File: config.mk
export PLATFORM = sky130hd
export DESIGN_NAME = npc_btb
export DESIGN_NICKNAME = d
export VERILOG_FILES = /design/src/rtl/npc_btb.sv
export SDC_FILE = /design/constraint.sdc
export NUM_CORES = 1
export LEC_CHECK = 0
export BUFFER_PORTS_ARGS = -buffer_cell sky130_fd_sc_hd__buf_2
export CORE_MARGIN = 3
export CORE_UTILIZATION = 65
export CTS_CLUSTER_SIZE = 8
export DETAILED_ROUTE_END_ITERATION = 8
export PLACE_DENSITY = 0.86
export REMOVE_ABC_BUFFERS = 1
export SETUP_SLACK_MARGIN = 0.3
export SLEW_MARGIN = 20
export SYNTH_ARGS = -nofsm -noshare
export SYNTH_HDL_FRONTEND = slang
export SYNTH_SLANG_ARGS = --single-unit
export TNS_END_PERCENT = 100
File: constraint.sdc
create_clock -name clk -period 5.6 [get_ports clk]
set_input_delay 0.56 -clock clk [delete_from_list [all_inputs] [get_ports clk]]
set_output_delay 0.56 -clock clk [all_outputs]
set_load 0.03 [all_outputs]
File: src/rtl/npc_btb.sv
// npc_btb: fetch-PC register with a direct-mapped branch target buffer.
//
// Predicts the next fetch address at IF from a BTB holding 2-bit
// saturating direction counters. It handles an optional MIPS delay slot,
// recovers from ID-stage mispredictions, and gives exception/ERET vectors
// the highest priority among the redirect sources.
//
// Ports:
//   clk             rising-edge clock
//   reset           synchronous, active-low reset
//   stall           hold pc and pending delay-slot state
//   exc_req         redirect to EXC_VECTOR
//   eret_req        redirect to epc
//   epc             ERET return address
//   res_valid       ID resolves a control-transfer instruction this cycle
//   res_pc          PC of the resolved instruction
//   res_taken       actual direction
//   res_target      actual target
//   res_pred_taken  prediction that travelled with the instruction
//   res_pred_target predicted target that travelled with the instruction
//   pc              current fetch PC
//   pred_taken      prediction for the instruction at pc
//   pred_target     predicted target for pc (0 when not predicted taken)
//   flush           squash the wrong-path instruction in IF/ID
//   mispredict_cnt  saturating count of mispredicts
module npc_btb #(
  parameter logic [31:0] RESET_PC   = 32'h0000_3000,
  parameter logic [31:0] EXC_VECTOR = 32'h0000_4180,
  parameter int          ENTRIES    = 16,
  parameter int          TAG_W      = 8,
  parameter int          DELAY_SLOT = 1,
  parameter int          CNT_W      = 16
) (
  input  logic             clk,
  input  logic             reset,
  input  logic             stall,
  input  logic             exc_req,
  input  logic             eret_req,
  input  logic [31:0]      epc,
  input  logic             res_valid,
  input  logic [31:0]      res_pc,
  input  logic             res_taken,
  input  logic [31:0]      res_target,
  input  logic             res_pred_taken,
  input  logic [31:0]      res_pred_target,
  output logic [31:0]      pc,
  output logic             pred_taken,
  output logic [31:0]      pred_target,
  output logic             flush,
  output logic [CNT_W-1:0] mispredict_cnt
);

  localparam int IDX_W = $clog2(ENTRIES);

  // Offset from a not-taken branch to the first instruction after it
  // (skips the delay slot when one exists).
  localparam logic [31:0] FALL_OFS = (DELAY_SLOT != 0) ? 32'd8 : 32'd4;

  logic [31:0]      pc_reg, pc_next;
  logic             pending_reg, pending_next;
  logic [31:0]      pend_target_reg, pend_target_next;
  logic [CNT_W-1:0] cnt_reg;

  // Valid bits live in flops so reset can clear them in one cycle; the
  // payload arrays need no reset because valid gates every read.
  logic [ENTRIES-1:0] valid_reg;
  logic [TAG_W-1:0]   tag_mem    [ENTRIES];
  logic [31:0]        target_mem [ENTRIES];
  logic [1:0]         ctr_mem    [ENTRIES];

  // Lookup side (fetch PC)
  logic [IDX_W-1:0] lk_idx;
  logic [TAG_W-1:0] lk_tag;
  logic             lk_hit;

  // Update side (resolved PC)
  logic [IDX_W-1:0] up_idx;
  logic [TAG_W-1:0] up_tag;
  logic             up_hit;

  logic             mispredict;
  logic [31:0]      recovery_pc;

  assign lk_idx = pc_reg[IDX_W+1:2];
  assign lk_tag = pc_reg[IDX_W+TAG_W+1:IDX_W+2];
  assign lk_hit = valid_reg[lk_idx] && (tag_mem[lk_idx] == lk_tag);

  assign pred_taken  = lk_hit && ctr_mem[lk_idx][1];
  assign pred_target = pred_taken ? target_mem[lk_idx] : 32'd0;

  assign up_idx = res_pc[IDX_W+1:2];
  assign up_tag = res_pc[IDX_W+TAG_W+1:IDX_W+2];
  assign up_hit = valid_reg[up_idx] && (tag_mem[up_idx] == up_tag);

  assign mispredict = res_valid &&
                      ((res_taken != res_pred_taken) ||
                       (res_taken && (res_target != res_pred_target)));

  assign recovery_pc = res_taken ? res_target : (res_pc + FALL_OFS);

  // A redirect from an exception or ERET already discards the wrong path,
  // so flush is only raised for a plain misprediction.
  assign flush = mispredict && !exc_req && !eret_req;

  assign pc             = pc_reg;
  assign mispredict_cnt = cnt_reg;

  always_comb begin
    pc_next          = pc_reg;
    pending_next     = pending_reg;
    pend_target_next = pend_target_reg;
    if (exc_req) begin
      pc_next      = EXC_VECTOR;
      pending_next = 1'b0;
    end else if (eret_req) begin
      pc_next      = epc;
      pending_next = 1'b0;
    end else if (mispredict) begin
      // Redirect beats stall: the wrong-path fetch must not survive.
      pc_next      = recovery_pc;
      pending_next = 1'b0;
    end else if (stall) begin
      pc_next      = pc_reg;
    end else if (pending_reg) begin
      pc_next      = pend_target_reg;
      pending_next = 1'b0;
    end else if (pred_taken) begin
      if (DELAY_SLOT != 0) begin
        // Fetch the delay slot first, then the predicted target.
        pc_next          = pc_reg + 32'd4;
        pending_next     = 1'b1;
        pend_target_next = pred_target;
      end else begin
        pc_next          = pred_target;
      end
    end else begin
      pc_next      = pc_reg + 32'd4;
    end
  end

  always_ff @(posedge clk) begin
    if (!reset) begin
      pc_reg          <= RESET_PC;
      pending_reg     <= 1'b0;
      pend_target_reg <= 32'd0;
      cnt_reg         <= '0;
    end else begin
      pc_reg          <= pc_next;
      pending_reg     <= pending_next;
      pend_target_reg <= pend_target_next;
      if (mispredict && (cnt_reg != {CNT_W{1'b1}})) begin
        cnt_reg <= cnt_reg + CNT_W'(1);
      end
    end
  end

  // BTB training. The lookup reads the arrays combinationally before this
  // edge, so a same-cycle lookup of the updated entry sees the old contents.
  always_ff @(posedge clk) begin
    if (!reset) begin
      valid_reg <= '0;
    end else if (res_valid) begin
      if (up_hit) begin
        if (res_taken) begin
          ctr_mem[up_idx]    <= (ctr_mem[up_idx] == 2'b11) ? 2'b11 : ctr_mem[up_idx] + 2'd1;
          target_mem[up_idx] <= res_target;
        end else begin
          ctr_mem[up_idx]    <= (ctr_mem[up_idx] == 2'b00) ? 2'b00 : ctr_mem[up_idx] - 2'd1;
        end
      end else if (res_taken) begin
        valid_reg[up_idx]  <= 1'b1;
        tag_mem[up_idx]    <= up_tag;
        target_mem[up_idx] <= res_target;
        ctr_mem[up_idx]    <= 2'b10;
      end
    end
  end

endmodule

Yosys cells after proc, flatten, opt, wreduce, memory -nomap -nowiden
Memory sizes are Yosys's and may differ from the RTL's. A register that Yosys moved wholly into a read port is not among the register bits.
Cells that the tools add are included.

word-level totals
  register bits after elaboration = 97
  RAM bits = 672
  bits of input ports = 136
  output and inout bits = 82
  word-level logic and storage cells = 93
  memories kept = 3

cells by class
  $add $sub $neg = 5
  magnitude comparators = 3
  eq/ne operators = 8
  muxes and demuxes = 40
  bitwise logic cells = 11
  reduce and logical (&&, ||, !) cells = 17

memory list
  name        words  width  read ports  clocked after memory_dff  wr ports  line  text
  target_mem  16     32     1           1                         1         68    logic [31:0] target_mem [ENTRIES];
  tag_mem     16     8      2           1                         1         67    logic [TAG_W-1:0] tag_mem [ENTRIES];
  ctr_mem     16     2      2           1                         1         69    logic [1:0] ctr_mem [ENTRIES];

operators with widths
  operator                 number
  $mux W32                 7
  $add A32 B3 Y32 const B  1
  $add A32 B4 Y32 const B  1
  $ne A32 B32 Y1           1
  $mux W4                  6
  $mux W1                  19
  $add A16 B1 Y16 const B  1
  $eq A8 B8 Y1             2
  $ne A16 B16 Y1 const B   1
  $or A16 B16 Y16          1
  $mux W15                 1
  $lt A4 B5 Y1 const B     2
  $logic_and A1 B1 Y1      9
  $bmux W1 S4              2
  $mux W2                  4
  $not A1 Y1               7
  $reduce_and A6 Y1        1
  $demux W1 S4             1
  $ge A4 B1 Y1 const B     1
  $ne A4 B1 Y1 const B     1
  $reduce_or A4 Y1         1
  $ne A3 B1 Y1 const B     1
  $or A1 B1 Y1             3
  $reduce_and A3 Y1        1
  other kinds (8)          9

Logic depth before layout (Yosys ltp)
  depth in word-level cells = 9
  depth in mapped cells = 14
  mapped depth without buffers = 9

Worst setup path before layout
No wires, ideal clock.

  path kind = reg-to-output
  start point = reg (tool-made name)
  end point = out pred_target[15]
  arrival = 3.320 ns
  data required time = 5.040 ns
  setup slack = 1.720 ns
  stages on the path, launching flop included = 9
  buffers on the path = 2
  cells stage by stage = dfxtp_1 > buf_6 > mux4_2 > mux4_2 > xor2_1 > or4_4 > nor3_2 > clkbuf_1 > and2_1

RTL lines
  what       line  text
  to (decl)  48    output logic [31:0] pred_target,

==> flow_summary.ini <==
[pwr]
p_leak_nw = 12.8
power_density_mw_per_mm2 = 343
vdd_drop_max_mv = 0.299
power_w = 0.0133

[floorplanning]
rows = 83
die_width_um = 235
dieArea_mm2 = 0.0551
start_util_pct = 66.0
die_y_um = 235
core_area_mm2 = 0.0515
ios = 218

[drt]
num_vias = 22600
dr.pass1.iters = 7
vias_per_cell = 7.44
post_drt_wl_per_cell_um = 34.4
drt-total-wl_mm = 104
drc = 0
drt-initial-drc-count = 3387
detail-route-antenna-nets = 0

[global_routing]
grt_use_total_pct = 37.7
grt_first_pass_wirelength_mm = 151
grt_max_degree = 102
grt_pass1_vias = 22400
antenna_found_initial = 2
grt-ovfl-total = 0

[placed_design]
pre_cts_slack_ns = 0.944
postPlaceCellArea_mm2 = 0.0358
dp.cells = 2840
dp_hpwl_mm = 62.9
place_congestion = 0.968
port_buffers = 217

[synthesis]
ys_seq_area_share_pct = 65.3
ys_ff_latch = 773
synth_top_area_share_pct = 59.4
synth_edf_count = 672
yosysUniqueCellTypes = 64
yosys_warnings = 0
syn_avg_cell_area_um2 = 16.6
async_reset_ff_share_pct = 0
synthTopCellsByCount = edfxtp_1, mux4_2, mux2i_1
synthCells = 2045
synthTopCellsByArea = edfxtp_1, mux4_2, dfxtp_1, mux2i_1, xnor2_1
ys.flop_type = edfxtp_1
synth_most_common_cell = edfxtp_1
syn-cell-area_mm2 = 0.0340
synth_top_cell_by_area = edfxtp_1

[finish]
reg.largest.list = target_mem: 512 flops, tag_mem: 128 flops
largest-register = target_mem
nets = 2407
syn_to_final_growth_pct = 14.4
fin_cells = 3035
final_util_pct = 75.5
drive_gt1_share_pct = 27.2
fin_area_mm2 = 0.0389
largest_register_ffs = 512

[setup_path]
cp_max_fo = 48
worst_setup_path_start_kind = flip-flop
r2r_slack_ns = 1.33
critPathKind = flip-flop to primary output
worstPathRequired_ns = 5.04
cp-end-kind = primary output
worstPathArrival_ns = 4.56
rr_worst_depth = 8

[timing]
rsz0062_at_grt = false
relSlewSlack_pct = 21.9
tightest_slew_ns = 1.17
setup_viol = 0
finalHoldViolations = 0
fmax_mhz = 195
final_max_slew_viol_count = 0
fin_ws_ns = 0.480
skew_ns = 0.0334
fin_crit_ns = 5.12
finalCritPeriodShare_pct = 91.4

[clock_network]
cts-root-buf = clkbuf_16
cts_tree = yes
cts-hold-fix-buffers = 0
postCtsSetupBuffers = 0
cts_num_sinks = 773
htree_levels = 3
clock_path_buffers = 3
path_clk_slew_ns = 0.05
insertion_delay_ns = 0.67
cts_inserted_buffers = 106
cts_resized = 0

[worst_hold_path]
hold_class = input pin to flip-flop
whs_path_depth = 3

[flow_run]
cap_violations = 0

[status]
status = finished, final reports clean
-- placed cells by master, fill, tap and decap left out, types with 17 or more instances in the layout --
cell type and n:
o211ai_1 18, buf_4 38, and2_1 50, clkbuf_1 79, buf_2 216, nor4_1 26
nand3_1 49, mux2i_1 110, nor2_4 17, a21oi_1 43, dfxtp_1 97, clkbuf_16 107
nand2_1 95, xor2_1 49, nand4_1 21, o21ai_0 75, edfxtp_1 672, nor2_1 52
inv_1 18, nor2b_1 38, mux4_2 234, xnor2_1 54
-- cell families (layout without fill, tap and decap cells) --
group	count (synthesis)	count (layout)	share of synthesized area (%)
AOI/OAI and AO/OA	223	223	4.18
xor gates and xnor gates	103	103	2.65
buffers and inverters	161	469	2.03
muxes	348	348	18.9
adders and majority gates	3	3	0.110
and+or+nand+nor	434	434	6.79
DFF	773	773	65.3
other	0	2	0
-- final timing paths --
path | to | from
setup / recovery | pred_target[9] | flip-flop
hold / removal | pc[25]$_SDFFE_PP0N_ | epc[25]
setup reg to reg | pend_target_reg[15]$_SDFFE_PN0P_ | flip-flop
hold reg to reg | flip-flop | flip-flop
-- metal layers --
metal | GRT usage (%) | vias up | wire length [um]
met5 | 0 | - | 4
met4 | 21.9 | 2 | 7250
met3 | 11.4 | 504 | 15400
met2 | 56.2 | 2287 | 47300
met1 | 50.0 | 11100 | 34500
li1 | - | 8664 | -
-- where the power goes --
part | internal (W) | switching (W) | total (W)
logic | 0.000355 | 0.000579 | 0.000935
registers | 0.00632 | 0.0000729 | 0.00639
clock network | 0.00357 | 0.00244 | 0.00602
-- critical path, cell delays in order, from the launching register on --
cell	delay, ns
dfxtp_4	0.99
mux4_2	0.65
mux4_2	0.53
xnor2_1	0.16
o211ai_1	0.35
nor3_4	0.29
buf_4	0.46
and2_1	0.23
buf_2	0.21
-- metrics by stage --
step,TNS (ns),hold WS [ns]
5_1_grt,0,0.143
3_3_place_gp,0,0.465
2_1_floorplan,-305.10,0.433
4_1_cts,0,0.106
6_report,0,0.170
3_5_place_dp,0,0.457
-- area by class of cell --
class / instances / area (um2)
fillers: 2865 / 12600
clock inverters: 7 / 124
diodes: 2 / 5.00
inverters: 21 / 78.8
clock buffers: 186 / 2970
well taps: 680 / 851
multi-input cells: 1111 / 11200
repair buffers: 255 / 1390
flip-flops and latches: 773 / 22200
No activity file was read; power rests on OpenSTA's default activity.
